File: src/rtl/pipeline_hazard_controller_pkg.sv
// Shared encodings for the pipeline hazard controller and the PC mux.
package pipeline_hazard_controller_pkg;

    localparam int unsigned PC_SRC_W = 2;
    localparam int unsigned REG_W    = 5;

    localparam logic [PC_SRC_W-1:0] PC_SRC_SEQ    = 2'b00;
    localparam logic [PC_SRC_W-1:0] PC_SRC_BRANCH = 2'b01;
    localparam logic [PC_SRC_W-1:0] PC_SRC_JUMP   = 2'b10;

    typedef enum logic {
        RUN      = 1'b0,
        MEM_WAIT = 1'b1
    } state_t;

    // Bundle of pipeline-register controls driven every cycle.
    typedef struct packed {
        logic                pc_write;
        logic                ifid_write;
        logic                idex_write;
        logic                exmem_write;
        logic                ifid_flush;
        logic                idex_flush;
        logic                exmem_flush;
        logic                memwb_bubble;
        logic [PC_SRC_W-1:0] pc_src;
    } ctrl_t;

    localparam ctrl_t CTRL_OFF  = '{default: '0};
    localparam ctrl_t CTRL_FLOW = '{pc_write: 1'b1, ifid_write: 1'b1, idex_write: 1'b1,
                                    exmem_write: 1'b1, ifid_flush: 1'b0, idex_flush: 1'b0,
                                    exmem_flush: 1'b0, memwb_bubble: 1'b0, pc_src: PC_SRC_SEQ};

    // A jump outranks a branch when both are flagged in EX/MEM.
    function automatic logic [PC_SRC_W-1:0] redirect_src(input logic jump);
        return jump ? PC_SRC_JUMP : PC_SRC_BRANCH;
    endfunction

endpackage

File: src/rtl/pipeline_hazard_controller_sat_counter.sv
// Saturating up-counter; holds at all-ones instead of wrapping.
module sat_counter #(
    parameter int unsigned WIDTH = 16
) (
    input  logic             clk,
    input  logic             reset,
    input  logic             inc,
    output logic [WIDTH-1:0] count
);

    // Count on the falling edge alongside the pipeline registers.
    always_ff @(negedge clk or negedge reset) begin
        if (!reset) begin
            count <= '0;
        end else if (inc && (count != {WIDTH{1'b1}})) begin
            count <= count + WIDTH'(1);
        end
    end

endmodule

File: src/rtl/pipeline_hazard_controller.sv
// Stall/flush/redirect sequencing for the 5-stage MIPS pipeline.
module pipeline_hazard_controller
    import pipeline_hazard_controller_pkg::*;
#(
    parameter int unsigned MEM_TIMEOUT = 16,
    parameter int unsigned CNT_W       = 16
) (
    input  logic             clk,
    input  logic             reset,
    input  logic [4:0]       id_rs,
    input  logic [4:0]       id_rt,
    input  logic             idex_mem_read,
    input  logic [4:0]       idex_rt,
    input  logic             exmem_zero,
    input  logic             exmem_beq,
    input  logic             exmem_bne,
    input  logic             exmem_jump,
    input  logic             exmem_mem_read,
    input  logic             exmem_mem_write,
    input  logic             mem_ready,
    output logic             pc_write,
    output logic             ifid_write,
    output logic             idex_write,
    output logic             exmem_write,
    output logic             ifid_flush,
    output logic             idex_flush,
    output logic             exmem_flush,
    output logic             memwb_bubble,
    output logic [1:0]       pc_src,
    output logic             mem_error,
    output logic [CNT_W-1:0] stall_count,
    output logic [CNT_W-1:0] flush_count
);

    localparam int unsigned WAIT_W = $clog2(MEM_TIMEOUT + 1);

    state_t            state;
    state_t            state_nxt;
    logic [WAIT_W-1:0] wait_cnt;
    logic [WAIT_W-1:0] wait_nxt;
    logic              err_set;
    logic              stall_inc;
    logic              flush_inc;
    logic              freeze;
    logic              load_use;
    logic              take;
    logic              mem_busy;
    logic              timeout;
    ctrl_t             ctrl;

    // Hazard and redirect detection terms.
    always_comb begin
        load_use = idex_mem_read && (idex_rt != REG_W'(0))
                   && ((idex_rt == id_rs) || (idex_rt == id_rt));
        take     = (exmem_beq && exmem_zero) || (exmem_bne && !exmem_zero) || exmem_jump;
        mem_busy = (exmem_mem_read || exmem_mem_write) && !mem_ready;
        timeout  = (wait_cnt == WAIT_W'(MEM_TIMEOUT));
    end

    // Next-state, wait counter and control decode; freeze > redirect > load-use.
    always_comb begin
        state_nxt = state;
        wait_nxt  = wait_cnt;
        err_set   = 1'b0;
        freeze    = 1'b0;
        stall_inc = 1'b0;
        flush_inc = 1'b0;
        ctrl      = CTRL_FLOW;

        case (state)
            RUN: begin
                if (mem_busy) begin
                    freeze    = 1'b1;
                    state_nxt = MEM_WAIT;
                    wait_nxt  = WAIT_W'(1);
                end
            end
            MEM_WAIT: begin
                if (mem_ready) begin
                    state_nxt = RUN;
                    wait_nxt  = '0;
                end else if (timeout) begin
                    err_set   = 1'b1;
                    state_nxt = RUN;
                    wait_nxt  = '0;
                end else begin
                    freeze   = 1'b1;
                    wait_nxt = wait_cnt + WAIT_W'(1);
                end
            end
            default: begin
                state_nxt = RUN;
                wait_nxt  = '0;
            end
        endcase

        if (freeze) begin
            // EX/MEM is held, so any pending redirect waits for release.
            ctrl.pc_write     = 1'b0;
            ctrl.ifid_write   = 1'b0;
            ctrl.idex_write   = 1'b0;
            ctrl.exmem_write  = 1'b0;
            ctrl.memwb_bubble = 1'b1;
            stall_inc         = 1'b1;
        end else if (take) begin
            // The dependent instruction is flushed, so load-use is moot.
            ctrl.pc_src      = redirect_src(exmem_jump);
            ctrl.ifid_flush  = 1'b1;
            ctrl.idex_flush  = 1'b1;
            ctrl.exmem_flush = 1'b1;
            flush_inc        = 1'b1;
        end else if (load_use) begin
            ctrl.pc_write   = 1'b0;
            ctrl.ifid_write = 1'b0;
            ctrl.idex_flush = 1'b1;
            stall_inc       = 1'b1;
        end

        if (!reset) begin
            ctrl      = CTRL_OFF;
            stall_inc = 1'b0;
            flush_inc = 1'b0;
            err_set   = 1'b0;
        end
    end

    // Drive the control ports from the decoded bundle.
    always_comb begin
        pc_write     = ctrl.pc_write;
        ifid_write   = ctrl.ifid_write;
        idex_write   = ctrl.idex_write;
        exmem_write  = ctrl.exmem_write;
        ifid_flush   = ctrl.ifid_flush;
        idex_flush   = ctrl.idex_flush;
        exmem_flush  = ctrl.exmem_flush;
        memwb_bubble = ctrl.memwb_bubble;
        pc_src       = ctrl.pc_src;
    end

    // State, wait counter and sticky timeout flag on the falling edge.
    always_ff @(negedge clk or negedge reset) begin
        if (!reset) begin
            state     <= RUN;
            wait_cnt  <= '0;
            mem_error <= 1'b0;
        end else begin
            state    <= state_nxt;
            wait_cnt <= wait_nxt;
            if (err_set) begin
                mem_error <= 1'b1;
            end
        end
    end

    sat_counter #(.WIDTH(CNT_W)) u_stall_cnt (
        .clk   (clk),
        .reset (reset),
        .inc   (stall_inc),
        .count (stall_count)
    );

    sat_counter #(.WIDTH(CNT_W)) u_flush_cnt (
        .clk   (clk),
        .reset (reset),
        .inc   (flush_inc),
        .count (flush_count)
    );

endmodule

File: config.mk
export PLATFORM = sky130hd
export DESIGN_NAME = pipeline_hazard_controller
export DESIGN_NICKNAME = d
export VERILOG_FILES = /design/src/rtl/pipeline_hazard_controller_pkg.sv /design/src/rtl/pipeline_hazard_controller_sat_counter.sv /design/src/rtl/pipeline_hazard_controller.sv
export SDC_FILE = /design/constraint.sdc
export NUM_CORES = 1
export LEC_CHECK = 0
export CORE_ASPECT_RATIO = 1.4
export CORE_MARGIN = 2
export CORE_UTILIZATION = 41
export CTS_CLUSTER_SIZE = 30
export DETAILED_ROUTE_END_ITERATION = 10
export GPL_ROUTABILITY_DRIVEN = 0
export PLACE_DENSITY = 0.75
export SYNTH_ARGS = -nofsm -noshare
export SYNTH_HDL_FRONTEND = slang
export SYNTH_SLANG_ARGS = --single-unit
File: constraint.sdc
create_clock -name clk -period 1.9 [get_ports clk]
set_input_delay 0.19 -clock clk [delete_from_list [all_inputs] [get_ports clk]]
set_output_delay 0.19 -clock clk [all_outputs]
set_load 0.005 [all_outputs]
Yosys cells after proc, flatten, opt, wreduce, memory -nomap -nowiden

Index checks and enable logic that the tools add are counted.

Register bits after elaboration: 39
Input port bits: 25
Output and inout port bits: 43
Word-level logic and storage cells: 59

Add/sub/neg operators: 3
Equality and inequality tests: 6
Mux-type cells: 30
Bitwise logic cells: 1
Reductions and logical operators: 14

Operators with widths:

| kind                                          | number |
|---|---|
| adder 16 x 1 -> 16 bit, second input constant | 2 |
| inequality test 16 bit, second input constant | 2 |
| 2-to-1 mux 1 bit                              | 16 |
| 2-to-1 mux 5 bit                              | 3 |
| 2-to-1 mux 2 bit                              | 7 |
| equality test 5 bit                           | 2 |
| 2-to-1 mux 10 bit                             | 1 |
| one-hot mux 5 bit (2 select lines)            | 1 |
| logical AND 1 bit                             | 7 |
| adder 5 x 1 -> 5 bit, second input constant   | 1 |
| equality test 5 bit, second input constant    | 1 |
| nonzero test 5 bit                            | 1 |
| logical OR 1 bit                              | 4 |
| 2-to-1 mux 3 bit                              | 1 |
| zero test 1 bit                               | 2 |
| inequality test 2 bit, second input constant  | 1 |
| one-hot mux 1 bit (2 select lines)            | 1 |
| NOT 1 bit                                     | 1 |

Longest topological paths before layout

Depth after elaboration: 8
Depth in mapped cells: 9
Gate-level depth less buffers: 8

Hierarchy

A second synthesis with hierarchy kept.

Cell total of the unflattened synthesis: 213
Area, all modules: 2,344.7 um^2

By module, submodules not included:

| module                     | times used | cells each | area each (um^2) | seq. area each (um^2) |
|---|---|---|---|---|
| sat_counter                | 2          | 72         | 859.6            | 400.4 |
| pipeline_hazard_controller | 1          | 69         | 625.6            | 175.2 |

==> results.toml <==
[setup_path]
worst_setup_path_start_kind = "flop"
worstSetupEndpointType = "output pin"
cp_slowest_cell = "dfrtn_1"
worstPathRequired_ns = 1.71
worstSetupPathType = "flop to output pin"
path_cells = "inv_2, ha_4, and4bb_2, o221ai_4, buf_12, inv_4, and2_4, buf_6"
crit_arrival_ns = 2.77
crit_fanout = 5
max_stage_delay_ns = 0.43

[clock_network]
clk_path_buf_depth = 2
cts.clk_slew.worst_paths_ns = 0.05
cts_tree = "yes"
root_buffer = "clkbuf_8"
numCtsBuffers = 5
clk_latency_ns = 0.30
htreeDepth = 2
clock-sinks = 39

[placement]
io_buffers = 67
place_inst = 394
post-place-ws_ns = -1.282
dp_hpwl_um = 4231

[route]
dr_total_vias = 2184
drt_wl_total_um = 6492
wl_per_cell_um = 14.96
antenna_left = 0
dr.first_iter.drc_count = 86
remaining_drc_errors = 0
via_per_inst = 5.032
firstDrtPassIters = 4

[sta]
rsz0062_at_grt = "yes"
slew_viol_final = 0
tightest_slew_ns = 0.3465
hold_viol = 0
whs_ns = 0.5117
max-slew-margin-rel_pct = 76.90
finClkSkew_ns = 0.004027
setup_violations = 75
setup_ws_ns = -1.062
fin_tns_setup_ns = -30.64

[grt]
grt_pass1_vias = 2258
antenna_found_initial = 0
grt_overflow = 0
grt_max_degree = 24
grt_pass1_wl_um = 10200
track_usage_pct = 22.99

[layout]
num-fill-cells = 300
drive_above_1_share_pct = 56.22
fin_nets = 398
final_cells = 434
n_antenna_cell = 0
areaGrowthSynthToFinish_pct = 84.32

[synthesis]
synth.top_cells.by_area = "dfrtn_1 (47%), xnor2_1 (10%), xor2_1 (7.1%)"
ys_top_cells_by_count = "dfrtn_1 (39), xnor2_1 (25), nand2_1 (20)"
syn_area_um2 = 2091
synth_top_area_share_pct = 46.68
synthArstFlopShare_pct = 100.0
synth_top_cell_by_area = "dfrtn_1"
synth_cell_type_count = 38
synth_edf_count = 0
postSynthAreaPerCell_um2 = 10.61
ys_seq_area_share_pct = 46.68
ys_ff_latch = 39
syn-num-nets = 226
synthFlopType = "dfrtn_1"
yosysMostFrequentCell = "dfrtn_1"
syn_inst = 197
ys_warn_count = 0

[worst_hold_path]
min_path_type = "flop to flop"

[floorplan]
num_io_pins = 68
rows = 30
die_w_um = 64.35
die_area_um2 = 5695
start_util_pct = 42.85
die_h_um = 88.50
coreArea_um2 = 4880

[job]
maxCapViolCount = 0

[outcome]
outcome = "finished with violations"
violations = "setup timing"

[pwr]
powerDensity_nw_per_um2 = 810.2
p_leak_nw = 2.085
peakVddDrop_v = 0.0005469
worst paths after layout:
kind | to | cells after the start | slack, ns | from
worst max-delay path | pc_src[1] | 8 | -1.06 | wait_cnt[0]
worst max register to register | u_stall_cnt.count[10] | 11 | -0.40 | wait_cnt[0]
worst min register to register | mem_error | 2 | 0.51 | mem_error
max in group asynchronous | u_stall_cnt.count[10] | 4 | 0.77 | reset
worst min-delay path | mem_error | 2 | 0.51 | mem_error
min in group asynchronous | u_flush_cnt.count[12] | 2 | 0.68 | reset
registers in the layout, summed over array words and instances, names as in the netlist:
signal,cells
mem_error,1
u_stall_cnt.count,16
u_flush_cnt.count,16
state,1
wait_cnt,5
final cells by class:
class	instances	area (um2)	share of cell area, %
clock buffer	6	72.57	1.883
clock inverter	2	60.06	1.558
inverter	4	17.52	0.4545
multi-input combinational	149	1326	34.42
sequential	39	975.9	25.32
tap	64	80.08	2.078
timing repair buffer	170	1321	34.29
repair_timing:
action                                 in CTS  in global routing
setup endpoints to repair                  81                 75
endpoints found under the hold margin       0                  0
setup buffers                              22                 12
resized for setup                         241                 32
hold buffers                                0                  0
pin swaps                                  34                 22
cell usage in the layout, fill, tap and decap left out, types with 3 or more instances in the layout:
master	count
xnor2_2	3
dlygate4sd2_1	8
buf_2	44
nor2_2	3
buf_6	14
nand2_2	3
xnor2_1	22
and3_1	6
buf_4	91
buf_12	4
dfrtn_1	39
clkbuf_8	5
nand2_4	3
nor3_2	3
ha_1	3
nand2_1	14
nor2_1	7
o21ai_0	4
nand3_1	6
nor3_4	3
dlymetal6s2s_1	6
and4_1	6
nand4_1	9
xor2_1	17
layer usage:
| layer | routed length [um] | vias up | GRT usage, % | part of all wire, % |
|---|---|---|---|---|
| met1 | 2506 | 1070 | 25.75 | 39 |
| li1 | - | 1031 | - | - |
| met2 | 3584 | 66 | 43.37 | 55 |
| met4 | 176 | 0 | 9.284 | 2.7 |
| met5 | 0 | - | 0 | 0 |
| met3 | 226 | 17 | 3.562 | 3.5 |
cells by family after synthesis:
| group | after synthesis | synth area share [%] |
|---|---|---|
| xor+xnor | 42 | 17.59 |
| simple gates | 82 | 21.24 |
| mux | 3 | 1.735 |
| flops | 39 | 46.68 |
| compound gates | 18 | 7.840 |
| buf+inv | 9 | 2.513 |
| fa+ha+maj | 4 | 2.394 |
power by group:
group          internal (mW)  switching, mW
registers              0.972         0.0796
logic                  0.706          0.537
clock network          0.525          0.302
total                   2.20          0.918
critical path: cells and delay by family, from the launching register on:
| family | cells | cell delay [ns] |
|---|---|---|
| AO/OA/AOI/OAI | 1 | 0.22 |
| adder cells (fa/ha/maj) | 1 | 0.14 |
| buffers and inverters | 4 | 0.35 |
| flip-flops | 1 | 0.43 |
| AND/OR/NAND/NOR | 2 | 0.39 |
per-stage QoR:
stage	power [mW]	cell area, um2	util (%)
after floorplan	1.476	2172	-
final	3.122	3854	78.97
after detailed placement	2.200	3447	70.64
after CTS	3.043	3651	74.82
after global placement	2.169	3447	70.64
after global routing	3.277	3854	78.97
(Power assumes the default switching activity.)
